`src/rtl/mips_pkg.sv`:
```
// Shared MIPS encoding constants, input kind and loader state enums, and the
// field-to-machine-word encoder used by the program loader.
package mips_pkg;

  localparam logic [5:0] OP_RTYPE = 6'h00;
  localparam logic [5:0] OP_J     = 6'h02;
  localparam logic [5:0] OP_BEQ   = 6'h04;
  localparam logic [5:0] OP_ADDI  = 6'h08;
  localparam logic [5:0] OP_LW    = 6'h23;
  localparam logic [5:0] OP_SW    = 6'h2B;

  typedef enum logic [2:0] {
    K_R    = 3'd0,
    K_LW   = 3'd1,
    K_SW   = 3'd2,
    K_BEQ  = 3'd3,
    K_ADDI = 3'd4,
    K_J    = 3'd5
  } kind_e;

  typedef enum logic [1:0] {
    S_IDLE,
    S_LOAD,
    S_DRAIN,
    S_DONE
  } state_e;

  function automatic logic kind_legal(input logic [2:0] kind);
    return kind <= K_J;
  endfunction

  function automatic logic [31:0] encode(
    input logic [2:0]  kind,
    input logic [4:0]  rs,
    input logic [4:0]  rt,
    input logic [4:0]  rd,
    input logic [4:0]  shamt,
    input logic [5:0]  funct,
    input logic [15:0] imm,
    input logic [25:0] target
  );
    logic [31:0] w;
    w = '0;
    case (kind)
      K_R:     w = {OP_RTYPE, rs, rt, rd, shamt, funct};
      K_LW:    w = {OP_LW,   rs, rt, imm};
      K_SW:    w = {OP_SW,   rs, rt, imm};
      K_BEQ:   w = {OP_BEQ,  rs, rt, imm};
      K_ADDI:  w = {OP_ADDI, rs, rt, imm};
      K_J:     w = {OP_J, target};
      default: w = '0;
    endcase
    return w;
  endfunction

endpackage

```
`src/rtl/imem_program_loader_if.sv`:
```
// Instruction-field input stream and instruction-memory write port of the loader.
interface imem_program_loader_if #(
  parameter int unsigned ADDR_W = 8
);
  logic              in_valid;
  logic              in_ready;
  logic [2:0]        in_kind;
  logic [4:0]        in_rs;
  logic [4:0]        in_rt;
  logic [4:0]        in_rd;
  logic [4:0]        in_shamt;
  logic [5:0]        in_funct;
  logic [15:0]       in_imm;
  logic [25:0]       in_target;
  logic              in_last;
  logic              imem_we;
  logic              imem_ready;
  logic [ADDR_W-1:0] imem_addr;
  logic [31:0]       imem_wdata;

  modport master (
    output in_valid, in_kind, in_rs, in_rt, in_rd, in_shamt, in_funct,
           in_imm, in_target, in_last, imem_ready,
    input  in_ready, imem_we, imem_addr, imem_wdata
  );

  modport slave (
    input  in_valid, in_kind, in_rs, in_rt, in_rd, in_shamt, in_funct,
           in_imm, in_target, in_last, imem_ready,
    output in_ready, imem_we, imem_addr, imem_wdata
  );
endinterface

```
`src/rtl/sync_fifo.sv`:
```
// Single-clock FIFO with registered full/empty; push on full and pop on empty are dropped.
module sync_fifo #(
  parameter int unsigned WIDTH = 32,
  parameter int unsigned DEPTH = 4
) (
  input  logic             clk,
  input  logic             reset,
  input  logic             push,
  input  logic [WIDTH-1:0] din,
  input  logic             pop,
  output logic [WIDTH-1:0] dout,
  output logic             full,
  output logic             empty
);
  localparam int unsigned AW = $clog2(DEPTH);

  logic [WIDTH-1:0] mem [DEPTH];
  logic [AW-1:0]    wp, rp;
  logic [AW:0]      cnt;
  logic             do_push, do_pop;

  assign do_push = push && !full;
  assign do_pop  = pop && !empty;
  assign full    = (cnt == (AW+1)'(DEPTH));
  assign empty   = (cnt == '0);
  assign dout    = mem[rp];

  always_ff @(posedge clk or posedge reset) begin
    if (reset) begin
      wp  <= '0;
      rp  <= '0;
      cnt <= '0;
    end else begin
      if (do_push) wp <= wp + 1'b1;
      if (do_pop)  rp <= rp + 1'b1;
      case ({do_push, do_pop})
        2'b10:   cnt <= cnt + 1'b1;
        2'b01:   cnt <= cnt - 1'b1;
        default: cnt <= cnt;
      endcase
    end
  end

  always_ff @(posedge clk) begin
    if (do_push) mem[wp] <= din;
  end
endmodule

```
`src/rtl/imem_program_loader.sv`:
```
// Encodes decoded instruction fields into MIPS words, buffers them, and writes
// them to consecutive instruction-memory addresses for one load session.
module imem_program_loader
  import mips_pkg::*;
#(
  parameter int unsigned ADDR_W     = 8,
  parameter int unsigned FIFO_DEPTH = 4
) (
  input  logic                  clk,
  input  logic                  reset,
  input  logic                  start,
  input  logic [ADDR_W-1:0]     base_addr,
  imem_program_loader_if.slave  bus,
  output logic                  busy,
  output logic                  done,
  output logic [ADDR_W:0]       words_written,
  output logic                  err_illegal,
  output logic                  err_wrap
);
  state_e            state, state_nx;
  logic [ADDR_W-1:0] addr;
  logic              fifo_full, fifo_empty;
  logic [31:0]       fifo_dout, enc_word;
  logic              accept, legal, push, wr_done;

  assign legal    = kind_legal(bus.in_kind);
  assign enc_word = encode(bus.in_kind, bus.in_rs, bus.in_rt, bus.in_rd,
                           bus.in_shamt, bus.in_funct, bus.in_imm, bus.in_target);

  // in_ready looks only at the registered full flag, so a same-cycle pop never raises it
  assign bus.in_ready   = (state == S_LOAD) && !fifo_full;
  assign accept         = bus.in_valid && bus.in_ready;
  assign push           = accept && legal;
  assign bus.imem_we    = !fifo_empty && ((state == S_LOAD) || (state == S_DRAIN));
  assign bus.imem_addr  = addr;
  assign bus.imem_wdata = fifo_dout;
  assign wr_done        = bus.imem_we && bus.imem_ready;
  assign busy           = (state != S_IDLE);
  assign done           = (state == S_DONE);

  sync_fifo #(.WIDTH(32), .DEPTH(FIFO_DEPTH)) u_fifo (
    .clk   (clk),
    .reset (reset),
    .push  (push),
    .din   (enc_word),
    .pop   (wr_done),
    .dout  (fifo_dout),
    .full  (fifo_full),
    .empty (fifo_empty)
  );

  always_comb begin
    state_nx = state;
    case (state)
      S_IDLE:  if (start) state_nx = S_LOAD;
      S_LOAD:  if (accept && bus.in_last) state_nx = S_DRAIN;
      S_DRAIN: if (fifo_empty && !wr_done) state_nx = S_DONE;
      S_DONE:  state_nx = S_IDLE;
      default: state_nx = S_IDLE;
    endcase
  end

  always_ff @(posedge clk or posedge reset) begin
    if (reset) state <= S_IDLE;
    else       state <= state_nx;
  end

  always_ff @(posedge clk or posedge reset) begin
    if (reset) begin
      addr          <= '0;
      words_written <= '0;
      err_illegal   <= 1'b0;
      err_wrap      <= 1'b0;
    end else if (state == S_IDLE) begin
      if (start) begin
        addr          <= base_addr;
        words_written <= '0;
        err_illegal   <= 1'b0;
        err_wrap      <= 1'b0;
      end
    end else begin
      if (accept && !legal) err_illegal <= 1'b1;
      if (wr_done) begin
        addr          <= addr + 1'b1;
        words_written <= words_written + 1'b1;
        if (addr == '1) err_wrap <= 1'b1;
      end
    end
  end
endmodule
```
`src/flat_wrapper.sv`:
```
// flat-port wrapper written by rule: the top's interface ports become plain ports
module imem_program_loader_flat import mips_pkg::*;
#(
  parameter int unsigned ADDR_W     = 8,
  parameter int unsigned FIFO_DEPTH = 4
)
  (clk, reset, start, base_addr, busy, done, words_written, err_illegal, err_wrap, bus_in_valid, bus_in_kind, bus_in_rs, bus_in_rt, bus_in_rd, bus_in_shamt, bus_in_funct, bus_in_imm, bus_in_target, bus_in_last, bus_imem_ready, bus_in_ready, bus_imem_we, bus_imem_addr, bus_imem_wdata);
  imem_program_loader_if #(.ADDR_W(ADDR_W)) bus_i ();
  input  logic clk;
  input  logic reset;
  input  logic start;
  input  logic [ADDR_W-1:0] base_addr;
  output logic busy;
  output logic done;
  output logic [ADDR_W:0] words_written;
  output logic err_illegal;
  output logic err_wrap;
  input wire logic [$bits(bus_i.in_valid)-1:0] bus_in_valid;
  input wire logic [$bits(bus_i.in_kind)-1:0] bus_in_kind;
  input wire logic [$bits(bus_i.in_rs)-1:0] bus_in_rs;
  input wire logic [$bits(bus_i.in_rt)-1:0] bus_in_rt;
  input wire logic [$bits(bus_i.in_rd)-1:0] bus_in_rd;
  input wire logic [$bits(bus_i.in_shamt)-1:0] bus_in_shamt;
  input wire logic [$bits(bus_i.in_funct)-1:0] bus_in_funct;
  input wire logic [$bits(bus_i.in_imm)-1:0] bus_in_imm;
  input wire logic [$bits(bus_i.in_target)-1:0] bus_in_target;
  input wire logic [$bits(bus_i.in_last)-1:0] bus_in_last;
  input wire logic [$bits(bus_i.imem_ready)-1:0] bus_imem_ready;
  output wire logic [$bits(bus_i.in_ready)-1:0] bus_in_ready;
  output wire logic [$bits(bus_i.imem_we)-1:0] bus_imem_we;
  output wire logic [$bits(bus_i.imem_addr)-1:0] bus_imem_addr;
  output wire logic [$bits(bus_i.imem_wdata)-1:0] bus_imem_wdata;
  assign bus_i.in_valid = bus_in_valid;
  assign bus_i.in_kind = bus_in_kind;
  assign bus_i.in_rs = bus_in_rs;
  assign bus_i.in_rt = bus_in_rt;
  assign bus_i.in_rd = bus_in_rd;
  assign bus_i.in_shamt = bus_in_shamt;
  assign bus_i.in_funct = bus_in_funct;
  assign bus_i.in_imm = bus_in_imm;
  assign bus_i.in_target = bus_in_target;
  assign bus_i.in_last = bus_in_last;
  assign bus_i.imem_ready = bus_imem_ready;
  assign bus_in_ready = bus_i.in_ready;
  assign bus_imem_we = bus_i.imem_we;
  assign bus_imem_addr = bus_i.imem_addr;
  assign bus_imem_wdata = bus_i.imem_wdata;
  imem_program_loader #(.ADDR_W(ADDR_W), .FIFO_DEPTH(FIFO_DEPTH)) u_core (.clk(clk), .reset(reset), .start(start), .base_addr(base_addr), .bus(bus_i), .busy(busy), .done(done), .words_written(words_written), .err_illegal(err_illegal), .err_wrap(err_wrap));
endmodule
```
`config.mk`:
```
export PLATFORM = sky130hd
export DESIGN_NAME = imem_program_loader_flat
export DESIGN_NICKNAME = d
export VERILOG_FILES = /design/src/rtl/mips_pkg.sv /design/src/rtl/imem_program_loader_if.sv /design/src/rtl/sync_fifo.sv /design/src/rtl/imem_program_loader.sv /design/src/flat_wrapper.sv
export SDC_FILE = /design/constraint.sdc
export NUM_CORES = 1
export LEC_CHECK = 0
export BUFFER_PORTS_ARGS = -buffer_cell sky130_fd_sc_hd__buf_2
export CAP_MARGIN = 20
export CORE_UTILIZATION = 35
export DETAILED_ROUTE_END_ITERATION = 10
export MAX_ROUTING_LAYER = met4
export REMOVE_ABC_BUFFERS = 1
export SLEW_MARGIN = 0
export SYNTH_ARGS = -nofsm -noshare
export SYNTH_HDL_FRONTEND = slang
export SYNTH_SLANG_ARGS = --single-unit
```
`constraint.sdc`:
```
create_clock -name clk -period 3.33 [get_ports clk]
set_clock_uncertainty 0.2 [all_clocks]
set_input_delay 0.666 -clock clk [delete_from_list [all_inputs] [get_ports clk]]
set_output_delay 0.666 -clock clk [all_outputs]
set_load 0.005 [all_outputs]
```
# Word-level counts from Yosys, hierarchy flattened
# Memories as Yosys holds them, arrays and structs flattened.
# Index checks and enable logic that the tools add are counted.
# op_classes
addsub	6
order_cmp	1
eq_ne	15
mux	20
n_reduce_logical	27
# op_table
cell	n
32-bit one-hot mux with 6 select lines	1
9-bit 2-to-1 mux	3
8-bit 2-to-1 mux	3
1-bit logical AND	10
2-bit nonzero test	5
9-bit by 1-bit adder with 9-bit output, second input constant	1
3-bit == test, second input constant	3
8-bit by 1-bit adder with 8-bit output, second input constant	1
8-bit == test, second input constant	1
1-bit 2-to-1 mux	8
2-bit one-hot mux with 4 select lines	1
2-bit == test, second input constant	3
3-bit by 2-bit == test with 1-bit output, second input constant	2
3-bit zero test	2
2-bit 2-to-1 mux	3
2-bit != test, second input constant	3
3-bit one-hot mux with 2 select lines	1
3-bit AND reduction	2
2-bit by 1-bit adder with 2-bit output, second input constant	2
2-bit by 1-bit == test with 1-bit output, second input constant	2
1-bit zero test	4
2-bit AND reduction	2
3-bit by 1-bit adder with 3-bit output, second input constant	1
3-bit by 1-bit == test with 1-bit output, second input constant	1
4 further kinds	4
# totals
ff_bits	28
mem_bits_rw	128
in_bits	85
output_inout_bits	55
mem_count	1
# mem_list
name	depth	width	rd	rd_ports_with_merged_regs	write_ports	line_no	source
u_core.u_fifo.mem	4	32	1	0	1	sync_fifo.sv:17	logic [WIDTH-1:0] mem [DEPTH];

# Depth between registers and ports, before layout
# depth
depth_word	8
mapped_depth	13
ltp_nobuf	13

# Cells and area by module
# A second synthesis with hierarchy kept.
# unflattened
hier_cells	471
area_unflattened_um2	7194.4
# by_module_without_submodules
module	instances	cells_per_inst	area_per_inst_um2
sync_fifo	1	206	5094.9
imem_program_loader	1	265	2099.5

# Worst setup path before layout
# No wires, ideal clock.
# synth_path
kind	flip-flop to flip-flop
startpoint	register u_core.state[1]
endpoint	memory u_core.u_fifo.mem[0][0], enable pin
arrival_ps	1922
required_ps	2740
slack_ps	818
stages_incl_launch_ff	8
period_less_slack_ps	2512
path_cell_list	dfrtp_1 -> inv_1 -> ha_1 -> inv_1 -> a21oi_1 -> nand2_1 -> a21oi_2 -> and2_1
# synth_between
elab_chain_len	7
# synth_lines
item	line_no	source
start, declared	imem_program_loader.sv:20	state_e state, state_nx;
start signal, assigned	imem_program_loader.sv:65	else state <= state_nx;
2-bit by 1-bit == test with 1-bit output	imem_program_loader.sv:31	assign bus.in_ready = (state == S_LOAD) && !fifo_full;
1-bit logical AND	imem_program_loader.sv:31	
named net bus_in_ready	flat_wrapper.sv:29	output wire logic [$bits(bus_i.in_ready)-1:0] bus_in_ready;
1-bit logical AND	imem_program_loader.sv:32	assign accept = bus.in_valid && bus.in_ready;
1-bit logical AND	imem_program_loader.sv:33	assign push = accept && legal;
1-bit logical AND	sync_fifo.sv:22	assign do_push = push && !full;
1-bit 2-to-1 mux	sync_fifo.sv:45	if (do_push) mem[wp] <= din;
1-bit 2-to-1 mux (implied by the code)	sync_fifo.sv:45	
end, declared	sync_fifo.sv:17	
# The timed path passes the listed nets, and every way through them passes these cells.

# Worst setup path in the final report
# layout_path
startpoint	register u_core.u_fifo.rp[0]
endpoint	output port bus_imem_wdata[7]
# layout_between
elab_chain_len	1
# layout_lines
item	line_no	source
start, declared	sync_fifo.sv:18	logic [AW-1:0] wp, rp;
start signal, assigned	sync_fifo.sv:35	if (do_pop) rp <= rp + 1'b1;
memory 4 x 32 bit	-	
end, declared	flat_wrapper.sv:32	output wire logic [$bits(bus_i.imem_wdata)-1:0] bus_imem_wdata;
# Every way passes these cells.

==> impl_results.md <==
* Post-synth EDFFs at 120
* Via density at 4.97
* Worst Path Max Fanout at 27
* Initial DRC count at 230
* Max Cap Viol at 0
* WP data required at 2460 ps
* Vias in the first global route at 4609
* Setup violations, final at 0
* Tightest Pin Transition at 886 ps
* Routed len/inst at 18.0 um
* Cell Area, Synth at 6790 um2
* Run status: completed
* Height of the die at 141 um
* CTS H-tree depth at 4
* Clock root buffer master: clkbuf_16
* Final hold vios at 0
* DR pass1 iterations at 5
* Mapped Cells at 473
* Commonest non-fill, non-tap cell in the layout: buf_2
* FFs w/ async S/R, synth at 0.189
* Clk_lat worst skew at 420 ps
* Share of layout cells above drive strength 1 at 0.362
* Hold Crit Class: input port to async pin
* Core Area at 18900 um2
* Initial Utilization at 0.360
* Worst EP arrival at 1960 ps
* Post-DP HPWL at 10.1 mm
* Die Wd at 141 um
* Seq cells post-synth at 148
* P&R area growth vs syn at 24.5%
* # IOs at 140
* Seq/Total Area, Yosys at 0.634
* GRT Residual Overflow at 0
* Worst Setup End Kind: output port
* Buffers added on ports at 138
* Vias at 4411
* Inserted Clock Buffers at 17
* CTS tree: yes
* Synth Flop Type: edfxtp_1
* Row count at 50
* Syn. warnings at 0
* Die area at 20000 um2
* Nets at 709
* DR DRC count at 0
* Clock Sinks at 148
* Cell count after placement at 853
* Average size of a mapped cell at 14.4 um2
* Remaining antenna violation count at 0
* Post-CTS Repair Setup Buffers at 0
* Setup_tns at 0 ps
* PwrDens at 770 nW/um2
* Kind of critical path: flip-flop to output port
* Fillers at 1764
* Period utilization at 0.849
* Initial antenna violation count at 3
* First-pass GRT wire length at 25.0 mm
* Fmax at 0.354 GHz
* Max_slew headroom at 0.409
* Yosys cell types at 47
* Max-slew violation count at 0
* Most frequent cells in the layout: 138 x buf_2, 120 x edfxtp_1, 48 x nand2_1
* CTS Hold Bufs at 0
* Minimum clock period at 2830 ps
* Worst setup SP type: flip-flop
* Total GRT Usage at 0.174
* Pleak at 3.37 nW
* Clock Path Buffers at 2
* Post-Layout Cell Count at 888
* Post_cts resized at 0
* RSZ-0062 raised after global routing: no
* Pin count of the biggest net entering global routing at 31
* Maximum vdd ir drop at 0.000435 V
* Clock Pin Slew Worst Setup and Hold Paths at 60 ps
* GPL Wtd Cong at 0.864
* Routed wire length at 16.0 mm
-- Yosys cell counts (2+ instances only) --
| cell type | instances | share of area |
|---|---|---|
| nand4_1 | 7 | 0.0064 |
| buf_1 | 3 | 0.0017 |
| ha_1 | 11 | 0.020 |
| mux2_2 | 4 | 0.0066 |
| buf_4 | 2 | 0.0022 |
| o21ai_0 | 18 | 0.013 |
| nor2_1 | 21 | 0.012 |
| nand2_1 | 48 | 0.027 |
| mux4_2 | 30 | 0.099 |
| inv_1 | 39 | 0.022 |
| a31oi_1 | 2 | 0.0018 |
| xor2_1 | 8 | 0.010 |
| nand3_1 | 5 | 0.0037 |
| a2bb2oi_1 | 9 | 0.012 |
| nor3_1 | 6 | 0.0044 |
| nor2b_1 | 2 | 0.0018 |
| xnor2_1 | 7 | 0.0090 |
| clkbuf_1 | 12 | 0.0066 |
| a211oi_1 | 2 | 0.0022 |
| edfxtp_1 | 120 | 0.53 |
| and2_1 | 7 | 0.0064 |
| o221ai_1 | 16 | 0.021 |
| mux2i_1 | 18 | 0.027 |
| a21oi_1 | 4 | 0.0029 |
| o22ai_1 | 9 | 0.0083 |
| and3_1 | 4 | 0.0037 |
| dfrtp_1 | 28 | 0.10 |
| buf_2 | 11 | 0.0081 |
| o32ai_1 | 2 | 0.0026 |
-- cell families after synthesis --
kind of cell | share of synthesized area
adders and majority gates | 0.0232
buffers and inverters | 0.0446
other | 0.000552
and+or+nand+nor | 0.0687
xor gates and xnor gates | 0.0193
DFF | 0.634
muxes | 0.133
AOI/OAI and AO/OA | 0.0775
-- worst paths after layout --
check / start / end / slack [ps] / cells past startpoint
setup reg to reg: u_core.state[0] / u_core.u_fifo.cnt[2] / 850 / 10
hold / removal: reset / u_core.words_written[8] / 220 / 2
min in group clk: u_core.u_fifo.rp[1] / u_core.u_fifo.rp[1] / 280 / 1
max in group asynchronous: reset / u_core.bus.imem_addr[5] / 2060 / 3
hold reg to reg: u_core.u_fifo.rp[1] / u_core.u_fifo.rp[1] / 280 / 1
setup / recovery: u_core.u_fifo.rp[0] / bus_imem_wdata[7] / 500 / 3
-- layer usage --
metal | vias up | routed length, um | GRT usage
li1 | 2079 | - | -
met1 | 2186 | 7180 | 0.213
met2 | 135 | 7880 | 0.281
met3 | 11 | 774 | 0.0483
met4 | 0 | 146 | 0.0549
met5 | - | 0 | -
-- state kept, by name, summed over array words and instances, names as in the netlist --
name,flops
u_core.err_illegal,1
u_core.u_fifo.cnt,3
u_core.bus.imem_addr,8
u_core.state,2
u_core.u_fifo.wp,2
u_core.err_wrap,1
u_core.u_fifo.rp,2
u_core.u_fifo.mem,120
u_core.words_written,9
-- cell type report --
type                            count  area [um2]  share of cell area
Antenna cell                        3        7.51            0.000887
Clock buffer                       17         425              0.0503
Clock inverter                     15         236              0.0280
Inverter                           40         150              0.0177
Multi-Input combinational cell    255        2190               0.259
Sequential cell                   148        4310               0.509
Tap cell                          260         325              0.0385
Timing Repair Buffer              150         818              0.0967
-- worst max-delay path, stage by stage (launching register included) --
cell and delay [ps]:
dfrtp_2 510, buf_12 300, mux4_2 580, buf_2 150
-- where the power goes --
part / total (mW) / switching (mW) / internal [mW]
clock network: 2.13 / 0.831 / 1.30
registers: 2.47 / 0.208 / 2.26
logic: 1.92 / 0.983 / 0.941
total: 6.52 / 2.02 / 4.50
-- through the flow --
step / worst slack, ps / total power, mW / hold slack [ps] / util / instance area, um2
4_1_cts: 428 / 6.61 / 260 / 0.447 / 8450
2_1_floorplan: 434 / 3.66 / 273 / - / 6640
6_report: 502 / 6.52 / 223 / 0.448 / 8460
3_5_place_dp: 427 / 4.46 / 269 / 0.412 / 7790
3_3_place_gp: 576 / 4.41 / 260 / 0.412 / 7790
5_1_grt: 411 / 6.87 / 293 / 0.448 / 8460
Power figures use the tool's default switching activity.
